--- src/rtl/mem2p_port_arbiter_pkg.sv ---
// Shared types and limits for the two-port memory arbiter and its round-robin sub-block.
package mem2p_arb_pkg;
  localparam int DEF_ADDR_W = 6;
  localparam int MAX_RD_LAT = 4;

  typedef logic req_id_t;
  typedef logic [DEF_ADDR_W-1:0] addr_t;

  function automatic logic [1:0] idToOneHot(req_id_t id);
    return id ? 2'b10 : 2'b01;
  endfunction
endpackage

--- src/rtl/mem2p_port_arbiter_if.sv ---
// Requester-side bus of the two-port memory arbiter: write and read channels for requesters 0 and 1.
interface mem2p_port_arbiter_if #(
  parameter int WIDTH  = 32,
  parameter int ADDR_W = 6
);
  logic              wr_req0, wr_req1;
  logic [ADDR_W-1:0] wr_addr0, wr_addr1;
  logic [WIDTH-1:0]  wr_data0, wr_data1;
  logic              wr_gnt0, wr_gnt1;
  logic              rd_req0, rd_req1;
  logic [ADDR_W-1:0] rd_addr0, rd_addr1;
  logic              rd_gnt0, rd_gnt1;
  logic              rd_rvalid0, rd_rvalid1;
  logic [WIDTH-1:0]  rd_rdata;

  modport master (
    output wr_req0, wr_req1, wr_addr0, wr_addr1, wr_data0, wr_data1,
    output rd_req0, rd_req1, rd_addr0, rd_addr1,
    input  wr_gnt0, wr_gnt1, rd_gnt0, rd_gnt1, rd_rvalid0, rd_rvalid1, rd_rdata
  );

  modport slave (
    input  wr_req0, wr_req1, wr_addr0, wr_addr1, wr_data0, wr_data1,
    input  rd_req0, rd_req1, rd_addr0, rd_addr1,
    output wr_gnt0, wr_gnt1, rd_gnt0, rd_gnt1, rd_rvalid0, rd_rvalid1, rd_rdata
  );
endinterface

--- src/rtl/mem2p_port_arbiter_rr_arb2.sv ---
// Two-way round-robin arbiter. On a tie the requester not granted most recently wins;
// the pointer only moves on an actual grant, so a blocked or withdrawn request leaves it alone.
module rr_arb2
  import mem2p_arb_pkg::*;
(
  input  logic       clk,
  input  logic       rst,
  input  logic [1:0] req,
  input  logic       block,
  output logic [1:0] gnt,
  output req_id_t    winner
);
  req_id_t lastQ;

  always_comb begin
    winner = 1'b0;
    if (req == 2'b11) winner = ~lastQ;
    else if (req[1])  winner = 1'b1;
  end

  always_comb begin
    gnt = 2'b00;
    if (rst && !block && (req != 2'b00)) gnt = idToOneHot(winner);
  end

  always_ff @(posedge clk) begin
    if (!rst)               lastQ <= 1'b1;
    else if (gnt != 2'b00)  lastQ <= winner;
  end
endmodule

--- src/rtl/mem2p_port_arbiter.sv ---
// Shares a two-port memory (read port A, write port B) between two requesters with independent
// round-robin arbitration per port, registered memory commands and in-order tagged read return.
module mem2p_port_arbiter
  import mem2p_arb_pkg::*;
#(
  parameter int WIDTH  = 32,
  parameter int ADDR_W = DEF_ADDR_W,
  parameter int RD_LAT = 1
) (
  input  logic              clk,
  input  logic              rst,
  mem2p_port_arbiter_if.slave bus,
  output logic              mem_cenA,
  output logic [ADDR_W-1:0] mem_aA,
  output logic              mem_cenB,
  output logic [ADDR_W-1:0] mem_aB,
  output logic [WIDTH-1:0]  mem_d,
  input  logic [WIDTH-1:0]  mem_q,
  output logic              idle
);
  logic [1:0]        wrGnt, rdGnt;
  req_id_t           wrWin, rdWin;
  logic [ADDR_W-1:0] wrAddr, rdAddr;
  logic [WIDTH-1:0]  wrData;
  logic              rawHold;
  logic [RD_LAT:0]   tagV;
  logic [RD_LAT:0]   tagId;

  rr_arb2 uWrArb (
    .clk    (clk),
    .rst    (rst),
    .req    ({bus.wr_req1, bus.wr_req0}),
    .block  (1'b0),
    .gnt    (wrGnt),
    .winner (wrWin)
  );

  assign wrAddr = wrWin ? bus.wr_addr1 : bus.wr_addr0;
  assign wrData = wrWin ? bus.wr_data1 : bus.wr_data0;
  assign rdAddr = rdWin ? bus.rd_addr1 : bus.rd_addr0;

  // Hold the read off when it would race a same-cycle write to the same word.
  assign rawHold = (wrGnt != 2'b00) && (bus.rd_req0 || bus.rd_req1) && (rdAddr == wrAddr);

  rr_arb2 uRdArb (
    .clk    (clk),
    .rst    (rst),
    .req    ({bus.rd_req1, bus.rd_req0}),
    .block  (rawHold),
    .gnt    (rdGnt),
    .winner (rdWin)
  );

  assign bus.wr_gnt0 = wrGnt[0];
  assign bus.wr_gnt1 = wrGnt[1];
  assign bus.rd_gnt0 = rdGnt[0];
  assign bus.rd_gnt1 = rdGnt[1];

  always_ff @(posedge clk) begin
    if (!rst) begin
      mem_cenA <= 1'b1;
      mem_aA   <= '0;
      mem_cenB <= 1'b1;
      mem_aB   <= '0;
      mem_d    <= '0;
      tagV     <= '0;
      tagId    <= '0;
    end else begin
      mem_cenB <= (wrGnt == 2'b00);
      if (wrGnt != 2'b00) begin
        mem_aB <= wrAddr;
        mem_d  <= wrData;
      end
      mem_cenA <= (rdGnt == 2'b00);
      if (rdGnt != 2'b00) mem_aA <= rdAddr;
      // Stage k holds the owner of the read granted k+1 cycles ago; the last stage meets mem_q.
      tagV  <= {tagV[RD_LAT-1:0], (rdGnt != 2'b00)};
      tagId <= {tagId[RD_LAT-1:0], rdWin};
    end
  end

  assign bus.rd_rvalid0 = rst && tagV[RD_LAT] && !tagId[RD_LAT];
  assign bus.rd_rvalid1 = rst && tagV[RD_LAT] &&  tagId[RD_LAT];
  assign bus.rd_rdata   = mem_q;

  assign idle = !rst || (!bus.wr_req0 && !bus.wr_req1 && !bus.rd_req0 && !bus.rd_req1
                         && (tagV == '0));
endmodule
--- src/flat_wrapper.sv ---
// flat-port wrapper written by rule: the top's interface ports become plain ports
module mem2p_port_arbiter_flat import mem2p_arb_pkg::*;
#(
  parameter int WIDTH  = 32,
  parameter int ADDR_W = DEF_ADDR_W,
  parameter int RD_LAT = 1
)
  (clk, rst, mem_cenA, mem_aA, mem_cenB, mem_aB, mem_d, mem_q, idle, bus_wr_req0, bus_wr_req1, bus_wr_addr0, bus_wr_addr1, bus_wr_data0, bus_wr_data1, bus_rd_req0, bus_rd_req1, bus_rd_addr0, bus_rd_addr1, bus_wr_gnt0, bus_wr_gnt1, bus_rd_gnt0, bus_rd_gnt1, bus_rd_rvalid0, bus_rd_rvalid1, bus_rd_rdata);
  mem2p_port_arbiter_if #(.WIDTH(WIDTH), .ADDR_W(ADDR_W)) bus_i ();
  input  logic clk;
  input  logic rst;
  output logic mem_cenA;
  output logic [ADDR_W-1:0] mem_aA;
  output logic mem_cenB;
  output logic [ADDR_W-1:0] mem_aB;
  output logic [WIDTH-1:0] mem_d;
  input  logic [WIDTH-1:0] mem_q;
  output logic idle;
  input wire logic [$bits(bus_i.wr_req0)-1:0] bus_wr_req0;
  input wire logic [$bits(bus_i.wr_req1)-1:0] bus_wr_req1;
  input wire logic [$bits(bus_i.wr_addr0)-1:0] bus_wr_addr0;
  input wire logic [$bits(bus_i.wr_addr1)-1:0] bus_wr_addr1;
  input wire logic [$bits(bus_i.wr_data0)-1:0] bus_wr_data0;
  input wire logic [$bits(bus_i.wr_data1)-1:0] bus_wr_data1;
  input wire logic [$bits(bus_i.rd_req0)-1:0] bus_rd_req0;
  input wire logic [$bits(bus_i.rd_req1)-1:0] bus_rd_req1;
  input wire logic [$bits(bus_i.rd_addr0)-1:0] bus_rd_addr0;
  input wire logic [$bits(bus_i.rd_addr1)-1:0] bus_rd_addr1;
  output wire logic [$bits(bus_i.wr_gnt0)-1:0] bus_wr_gnt0;
  output wire logic [$bits(bus_i.wr_gnt1)-1:0] bus_wr_gnt1;
  output wire logic [$bits(bus_i.rd_gnt0)-1:0] bus_rd_gnt0;
  output wire logic [$bits(bus_i.rd_gnt1)-1:0] bus_rd_gnt1;
  output wire logic [$bits(bus_i.rd_rvalid0)-1:0] bus_rd_rvalid0;
  output wire logic [$bits(bus_i.rd_rvalid1)-1:0] bus_rd_rvalid1;
  output wire logic [$bits(bus_i.rd_rdata)-1:0] bus_rd_rdata;
  assign bus_i.wr_req0 = bus_wr_req0;
  assign bus_i.wr_req1 = bus_wr_req1;
  assign bus_i.wr_addr0 = bus_wr_addr0;
  assign bus_i.wr_addr1 = bus_wr_addr1;
  assign bus_i.wr_data0 = bus_wr_data0;
  assign bus_i.wr_data1 = bus_wr_data1;
  assign bus_i.rd_req0 = bus_rd_req0;
  assign bus_i.rd_req1 = bus_rd_req1;
  assign bus_i.rd_addr0 = bus_rd_addr0;
  assign bus_i.rd_addr1 = bus_rd_addr1;
  assign bus_wr_gnt0 = bus_i.wr_gnt0;
  assign bus_wr_gnt1 = bus_i.wr_gnt1;
  assign bus_rd_gnt0 = bus_i.rd_gnt0;
  assign bus_rd_gnt1 = bus_i.rd_gnt1;
  assign bus_rd_rvalid0 = bus_i.rd_rvalid0;
  assign bus_rd_rvalid1 = bus_i.rd_rvalid1;
  assign bus_rd_rdata = bus_i.rd_rdata;
  mem2p_port_arbiter #(.WIDTH(WIDTH), .ADDR_W(ADDR_W), .RD_LAT(RD_LAT)) u_core (.clk(clk), .rst(rst), .bus(bus_i), .mem_cenA(mem_cenA), .mem_aA(mem_aA), .mem_cenB(mem_cenB), .mem_aB(mem_aB), .mem_d(mem_d), .mem_q(mem_q), .idle(idle));
endmodule
--- config.mk ---
export PLATFORM = sky130hd
export DESIGN_NAME = mem2p_port_arbiter_flat
export DESIGN_NICKNAME = d
export VERILOG_FILES = /design/src/rtl/mem2p_port_arbiter_pkg.sv /design/src/rtl/mem2p_port_arbiter_if.sv /design/src/rtl/mem2p_port_arbiter_rr_arb2.sv /design/src/rtl/mem2p_port_arbiter.sv /design/src/flat_wrapper.sv
export SDC_FILE = /design/constraint.sdc
export NUM_CORES = 1
export LEC_CHECK = 0
export CORE_MARGIN = 2
export CORE_UTILIZATION = 30
export DETAILED_ROUTE_END_ITERATION = 6
export PLACE_DENSITY = 0.77
export SYNTH_ARGS = -nofsm -noshare
export SYNTH_HDL_FRONTEND = slang
export SYNTH_HIERARCHICAL = 1
export SYNTH_SLANG_ARGS = --single-unit
--- constraint.sdc ---
create_clock -name clk -period 2.35 [get_ports clk]
set_input_delay 0.3525 -clock clk [delete_from_list [all_inputs] [get_ports clk]]
set_output_delay 0.3525 -clock clk [all_outputs]
set_load 0.02 [all_outputs]
==> impl_metrics.env <==
export IMPL_grt_start_max_net_pins=78
export IMPL_cp_cell_sequence="a21boi_4 -> buf_6 -> mux2i_4 -> xnor2_1 -> nand3_1 -> nor4_4 -> and3b_1 -> buf_6"
export IMPL_fin_crit_sh_pct=111
export IMPL_diodes=0
export IMPL_cap_violations=0
export IMPL_rows=34
export IMPL_worst_hold_slack_ps=442
export IMPL_crit_path_end_kind="output port"
export IMPL_relSlewSlack_pct=50.6
export IMPL_grt_total_usage_pct=15.6
export IMPL_ioPinCount=211
export IMPL_synthesis_area_mm2=0.00267
export IMPL_crit_path_max_fanout=4
export IMPL_hold_end="u_core/tagId[1]"
export IMPL_avgSynthCellArea_um2=9.74
export IMPL_period_needed_ps=2620
export IMPL_hp_class="flop to flop"
export IMPL_dieArea_mm2=0.00966
export IMPL_grt_overflow=0
export IMPL_drt_total_wl_um=8050
export IMPL_final_cells=520
export IMPL_final_cell_mix="clkdlybuf4s50_1 (138), dfxtp_1 (50), nand2_1 (46), o211a_1 (38), mux2i_1 (34)"
export IMPL_hold_start="u_core/tagId[0]"
export IMPL_holdBufCountCts=0
export IMPL_clkPwrFrac_pct=23.5
export IMPL_dp_cells=504
export IMPL_routabilityCongestion=0.861
export IMPL_clk_path_buf_depth=2
export IMPL_syn_inst=274
export IMPL_crit_path_frequent_cell="buf_6"
export IMPL_synth_seq_cells=52
export IMPL_comb_power_share_pct=32.4
export IMPL_cpMaxStageDelayCell="dfxtp_2"
export IMPL_drive_above_1_share_pct=15.8
export IMPL_crit_required_ps=2000
export IMPL_cts_tree="yes"
export IMPL_io_buffer_count=146
export IMPL_r2r_start="u_core/uWrArb/lastQ"
export IMPL_setup_slack_ps=-270
export IMPL_worstRegToRegCells=12
export IMPL_path_clk_slew_ps=100
export IMPL_core_area_mm2=0.00868
export IMPL_skew_ps=8.56
export IMPL_holdPathStages=1
export IMPL_fin_nets=537
export IMPL_grt_pass1_wl_um=12300
export IMPL_final_common_cell="clkdlybuf4s50_1"
export IMPL_synth_distinct_cells=31
export IMPL_regToRegSetupSlack_ps=-170
export IMPL_failed_checks="negative setup slack"
export IMPL_wl_per_cell_um=15.5
export IMPL_finalSetupViolCount=10
export IMPL_synth_area_leader_cell="dfxtp_1"
export IMPL_power_density_mw_per_mm2=497
export IMPL_switching_share_pct=29.4
export IMPL_hpwlAfterDp_um=6010
export IMPL_antenna_found_initial=0
export IMPL_status="finished with violations"
export IMPL_root_buffer="clkbuf_8"
export IMPL_p_total_uw=2230
export IMPL_fmax_ghz=0.382
export IMPL_seq_area_frac_synth_pct=39.0
export IMPL_report_final_hold_viol_count=0
export IMPL_drv_slew=0
export IMPL_drtIter0Drc=56
export IMPL_clock_latency_ps=310
export IMPL_cts_sinks=52
export IMPL_start_util_pct=30.7
export IMPL_synth_area_leaders="dfxtp_1 (39%), mux2i_1 (17%), o211a_1 (14%)"
export IMPL_power_internal_uw=1580
export IMPL_arrival_ps=2270
export IMPL_ys_warn_count=6
export IMPL_die_height_um=98.3
export IMPL_tightest_slew_ps=740
export IMPL_vias=2469
export IMPL_p_sw_uw=655
export IMPL_seqPwrFrac_pct=44.0
export IMPL_critPathTopFamily="simple AND/OR/NAND/NOR gates"
export IMPL_first_global_vias=2524
export IMPL_slowest_delay_ps=350
export IMPL_htree_levels=2
export IMPL_vias_per_cell=4.75
export IMPL_area_delta_synth_final_pct=68.2
export IMPL_grt_setup_unrepaired="yes"
export IMPL_worstSetupPathType="flop to output port"
export IMPL_r2r_end="u_core/mem_aA[4]"
export IMPL_numCtsBuffers=5
export IMPL_synth_top_area_share_pct=39.0
export IMPL_p_leak_uw=0.00210
export IMPL_pre_cts_ws_ps=-915
export IMPL_drt_pass1_iter_count=4
export IMPL_crit_path_start_kind="flop"
export IMPL_ir_worst_vdd_mv=0.295
export IMPL_worst_path_buf_inv=2
export IMPL_drc_errors=0
export IMPL_die_x_um=98.3
export IMPL_ant_nets=0
==> cells in the mapped netlist <==
cell type	instances
xnor2_1	4
nand3_1	1
and2_1	3
nor4_2	1
nand2b_1	2
and4b_1	2
a21oi_1	2
o211ai_1	1
o21ai_0	6
a31oi_1	2
xor2_1	2
buf_4	33
nand3b_1	2
dfxtp_1	52
or4_1	1
nor2_1	1
o21ai_1	1
nor3b_1	1
o211a_1	38
o31ai_1	1
buf_2	6
inv_1	3
mux2i_1	44
conb_1	1
or2_2	1
buf_6	2
and3_1	1
and3b_1	2
a21boi_2	2
nand2_1	46
clkbuf_1	10
==> through the flow <==
step	util [%]	cell area, um2	setup TNS, ps
6_report	51.7	4490	-1430
5_1_grt	51.7	4490	-2880
4_1_cts	49.7	4310	-1310
3_5_place_dp	47.7	4140	-19640
3_3_place_gp	47.7	4140	-15280
2_1_floorplan	-	2700	0
==> power by group through the flow <==
stage / Clock, uW / Combinational [uW] / Sequential (uW)
after detailed placement: 0 / 656 / 1000
final: 525 / 724 / 983
after global placement: 0 / 647 / 999
after CTS: 553 / 678 / 983
after global routing: 580 / 771 / 991
after floorplan: 0 / 304 / 1070
==> cells by family after synthesis <==
family	share of synthesized area, %
AOI/OAI and AO/OA	17.8
other	0.141
and+or+nand+nor	11.4
muxes	16.5
buffers and inverters	13.1
xor gates and xnor gates	1.97
DFF	39.0
==> state kept, by name, summed over array words and instances (netlist names) <==
register	count
u_core/mem_cenB	1
u_core/tagId	2
u_core/mem_aB	6
u_core/tagV	2
u_core/uRdArb/lastQ	1
u_core/mem_aA	6
u_core/mem_d	32
u_core/uWrArb/lastQ	1
u_core/mem_cenA	1
==> area by class of cell <==
type / instances / area [um2]
clock inverter: 3 / 23.8
timing repair buffer: 178 / 1720
inverter: 3 / 11.3
sequential: 52 / 1040
clock buffer: 5 / 68.8
fill: 797 / 4190
tap: 108 / 135
multi-input combinational: 171 / 1480
==> how the worst max path moves through the flow <==
stage,start,slack (ps),endpoint,cells past startpoint
CTS,u_core/uWrArb/lastQ,-240,bus_rd_gnt0,9
finish,u_core/uWrArb/lastQ,-270,bus_rd_gnt1,8
global placement,bus_wr_req1,-830,bus_rd_gnt0,9
floorplan,bus_wr_req0,8,u_core/mem_aA[0],11
global route,u_core/uWrArb/lastQ,-400,bus_rd_gnt0,9
detailed placement,bus_wr_req1,-910,bus_rd_gnt0,9
==> metal layers <==
metal,GRT usage [%],wire length (um),part of all wire [%]
met1,16.7,2930,36
met2,27.6,4210,52
met3,5.58,690,8.6
met4,7.06,217,2.7
met5,0,0,0
==> timing repair <==
action,in CTS,in global routing
buffers inserted,5,4
resized for setup,28,30
setup endpoints to repair,14,11
pin swaps,6,6
Power figures use the tool's default switching activity.
==> variant 1: new RTL, same flow settings <==
The package constant `DEF_ADDR_W` goes from 6 to 4.
--- a/src/rtl/mem2p_port_arbiter_pkg.sv
+++ b/src/rtl/mem2p_port_arbiter_pkg.sv
@@ -2,3 +2,3 @@
 package mem2p_arb_pkg;
-  localparam int DEF_ADDR_W = 6;
+  localparam int DEF_ADDR_W = 4;
   localparam int MAX_RD_LAT = 4;
Ports: changed (6 resized); port bits go from 211 to 199. The function was not compared with the original's and may differ.
==> variant 1 against the original RTL <==
The flow still finishes with violations (negative setup slack); total power decreased by 4.4%; critical endpoint is now bus_rd_gnt0; utilization grew 1.6 points; final area is 9.2% lower; routed wire length shrank 17%; global-route usage decreased by 0.46 points; largest power group unchanged; sequential cell count down 4; maximum frequency grew 2.5%; area after synthesis shrank 12%; hold slack worse by 0.0025 ns; clock skew shrank 0.00075 ns; worst setup slack better by 0.065 ns.
==> variant 1: results <==
export IMPL_synth_cells=252
export IMPL_synth_xor_area_share_pct=1.497
export IMPL_layout_drive_gt1_share_pct=19.48
export IMPL_synth_area_leaders="dfxtp_1 (41%), mux2i_1 (17%), buf_4 (11%)"
export IMPL_wl_per_cell_um=13.73
export IMPL_critPathSlowestCell="dlygate4sd2_1"
export IMPL_grt_pass1_wl_um=10250
export IMPL_skew_ns=0.007808
export IMPL_p_leak_nw=1.582
export IMPL_synth_compound_area_share_pct=11.97
export IMPL_track_usage_pct=15.18
export IMPL_worstPathArrival_ns=2.20
export IMPL_grt_pass1_vias=2257
export IMPL_drt_iter0_drc=36
export IMPL_yosys_top_cells_count="dfxtp_1 (48), mux2i_1 (40), buf_4 (35), nand2_1 (35), o21ai_1 (18)"
export IMPL_setup_viol=7
export IMPL_violations="negative setup slack"
export IMPL_worst_slack_ns=-0.2051
export IMPL_portBuffers=134
export IMPL_dpl_cell_area_mm2=0.003759
export IMPL_fin_nets=502
export IMPL_muxShareOfSynthArea_pct=17.10
export IMPL_grt_max_degree=34
export IMPL_dp_hpwl_um=5048
export IMPL_status="finished, violations left"
## variant 1: changes by cell type in the layout (fill, tap and decap cells not counted), moves of 4 or more
cell,delta
a211oi_1,+4
a211oi_2,+4
buf_6,-4
clkdlybuf4s50_1,-11
dfxtp_1,-4
mux2i_4,-5
nand2_1,-12
nor2_1,+4
nor2_4,+4
o211a_1,-38
o21ai_0,+13
o21ai_1,+13
## variant 1: per-layer routing
metal  part of all wire, %  track usage [%]  vias to the layer above
met5                     0                0                        -
met4                   3.4            7.587                        0
met3                   7.8            4.475                       36
met2                    51            28.35                       93
met1                    38            15.17                      992
li1                      -                -                     1081
## variant 1: kinds of logic after synthesis
group           Yosys count
mux                      40
compound gates           48
simple gates             61
xor+xnor                  4
flops                    48
other cells               1
buf+inv                  50
## variant 1: repair_timing
| action | in CTS | in global routing |
|---|---|---|
| endpoints found under the setup margin | 10 | 8 |
| cloned | 1 | 0 |
| gates resized for setup | 36 | 5 |
| pin swaps | 10 | 7 |
| hold buffers | 0 | 0 |
| setup buffers | 10 | 1 |
| endpoints found under the hold margin | 0 | 0 |
## variant 1: cell type report
| type | instances | area [um2] |
|---|---|---|
| well taps | 102 | 127.6 |
| repair buffers | 167 | 1630 |
| inverters | 4 | 15.01 |
| multi-input cells | 158 | 1216 |
| clock inverters | 2 | 38.79 |
| fillers | 699 | 3573 |
| clock buffers | 6 | 82.58 |
| flip-flops and latches | 48 | 963.4 |
## variant 1: power by group through the flow
stage	logic (mW)	registers (mW)	clock network (mW)
after detailed placement	0.565	0.911	0
after floorplan	0.281	0.963	0
final	0.614	0.896	0.622
after global routing	0.654	0.902	0.684
after CTS	0.609	0.895	0.652
after global placement	0.553	0.908	0
## variant 1: worst paths after layout
check	end	from	slack [ns]	cells after the start
setup / recovery	bus_rd_gnt0	bus_wr_req0	-0.21	10
setup reg to reg	u_core/mem_aA[0]	u_core/uRdArb/lastQ	-0.09	10
hold / removal	u_core/tagId[1]	u_core/tagId[0]	0.44	1
hold reg to reg	u_core/tagId[1]	u_core/tagId[0]	0.44	1
## variant 1: through the flow
step           hold WS [ns]  util [%]
2_1_floorplan        0.4119         -
3_3_place_gp         0.4195     49.15
3_5_place_dp         0.4208     49.15
4_1_cts              0.4436     52.93
5_1_grt              0.4712     53.27
6_report             0.4396     53.27
## variant 1: critical path: cells and delay by family
family,cells,cell delay [ns]
AO/OA/AOI/OAI,2,0.40
XOR/XNOR,1,0.22
AND/OR/NAND/NOR,2,0.27
buffers and inverters,4,0.70
multiplexers,1,0.24
==> variant 2: new RTL, same flow settings <==
Without the edit above. Make the reset (`rst`) asynchronous in 2 clocked blocks.
--- a/src/rtl/mem2p_port_arbiter_rr_arb2.sv
+++ b/src/rtl/mem2p_port_arbiter_rr_arb2.sv
@@ -25,3 +25,3 @@
 
-  always_ff @(posedge clk) begin
+  always_ff @(posedge clk or negedge rst) begin
     if (!rst)               lastQ <= 1'b1;
--- a/src/rtl/mem2p_port_arbiter.sv
+++ b/src/rtl/mem2p_port_arbiter.sv
@@ -58,3 +58,3 @@
 
-  always_ff @(posedge clk) begin
+  always_ff @(posedge clk or negedge rst) begin
     if (!rst) begin
Behaviour: differs if rst is asserted again (counterexample within 4 cycles, from zero or initial values and one cycle with rst low); with rst held inactive, the same outputs for 10 cycles.
==> variant 2 against the original RTL <==
The flow still finishes with violations (negative setup slack); utilization up 0.44 points; total power rose by 42%; worst setup slack got worse by 0.091 ns; routed wire length is 3.5% lower; final area increased by 1.3%; sequential cell count is the same; synthesized cell count fell by 3.3%; area after synthesis rose by 0.84%; critical endpoint unchanged; clock skew down 0.0036 ns.
==> variant 2: results <==
export IMPL_status="finished, violations left"
export IMPL_violations="negative setup slack"
export IMPL_fin_nets=532
export IMPL_reg_top3="u_core/mem_d (32), u_core/mem_aA (6), u_core/mem_aB (6)"
export IMPL_grtUsageMet1_pct=17.40
export IMPL_worstPathArrival_ns=2.36
export IMPL_synth_warnings=6
export IMPL_async_flop_share_pct=100.0
export IMPL_crit_end="bus_rd_gnt1"
export IMPL_rr_worst_depth=11
export IMPL_ctsHoldBuffers=0
export IMPL_startpoint="u_core/uRdArb/lastQ"
export IMPL_skew_ns=0.004977
export IMPL_wl_per_cell_um=15.07
export IMPL_yosys_top_cells_count="dfrtp_1 (48), mux2i_1 (44), buf_4 (34)"
export IMPL_peakVddDrop_v=0.0003407
export IMPL_ys_seq_area_share_pct=48.56
export IMPL_via_per_inst=4.577
export IMPL_reg2reg_slack_ns=-0.29
export IMPL_setup_tns_final_ns=-2.635
export IMPL_wl_met2_um=4153
export IMPL_rr_endpoint="u_core/mem_aA[3]"
export IMPL_portBuffers=146
export IMPL_dp_hpwl_um=5929
export IMPL_synth_cells=265
export IMPL_synth_edff_count=0
export IMPL_dpl_cell_area_mm2=0.004203
export IMPL_layout_drive_gt1_share_pct=18.92
export IMPL_place_ws_ns=-1.079
export IMPL_critPathSlowestCell="dfstp_2"
export IMPL_critPathMaxStageDelay_ns=0.56
export IMPL_grt_util_met2_pct=27.68
export IMPL_yosysUniqueCellTypes=29
export IMPL_setup_viol=10
export IMPL_cts_buffers=5
export IMPL_cp_max_fo=5
export IMPL_wl_met1_um=2940
export IMPL_place_inst=499
export IMPL_cts_max_level=2
export IMPL_worst_slack_ns=-0.3611
export IMPL_clockRootBuffer="clkbuf_8"
export IMPL_synth_area_leaders="dfrtp_1 (45%), mux2i_1 (16%), buf_4 (9.5%)"
export IMPL_wl_met3_um=485
export IMPL_grt_antenna_before_repair=0
export IMPL_grt_max_degree=52
export IMPL_grt_pass1_vias=2456
export IMPL_finalNonFillerCells=515
export IMPL_n_antenna_cell=0
export IMPL_track_usage_pct=15.27
export IMPL_grt_pass1_wl_um=11970
export IMPL_met3_usage_pct=3.404
export IMPL_nFillCells=767
export IMPL_gp_congestion=0.7958
export IMPL_path_clk_slew_ns=0.09
export IMPL_drt_iter0_drc=67
export IMPL_hold_path_class="in -> async"
export IMPL_timing_hold_ws_ns=0.09883
export IMPL_clk_insertion_delay_late_ns=0.30
export IMPL_p_leak_nw=1.948
[variant 2: cells by family after synthesis]
group	count (synthesis)	share of synthesized area, %
AOI/OAI and AO/OA	50	10.23
xor gates and xnor gates	6	1.953
buffers and inverters	50	12.37
DFF	52	48.56
muxes	44	16.37
other	1	0.1394
and+or+nand+nor	62	10.37
[variant 2: repair_timing]
item                       CTS  global route
setup endpoints to repair   13            12
gates resized for setup     29            21
buffers inserted             7             2
pin swaps                    7             8
gates cloned                 0             0
[variant 2: where the power goes]
group	switching [mW]	internal (mW)
Combinational	0.676	0.754
Sequential	0.113	1.11
Clock	0.286	0.236
[variant 2: final cells by class]
class / count / area (um2) / area share [%]
clock buffer: 6 / 82.58 / 1.816
multi-input combinational: 164 / 1256 / 27.62
inverter: 2 / 7.507 / 0.1651
timing repair buffer: 181 / 1750 / 38.49
clock inverter: 2 / 10.01 / 0.2201
sequential: 52 / 1306 / 28.72
tap: 108 / 135.1 / 2.971
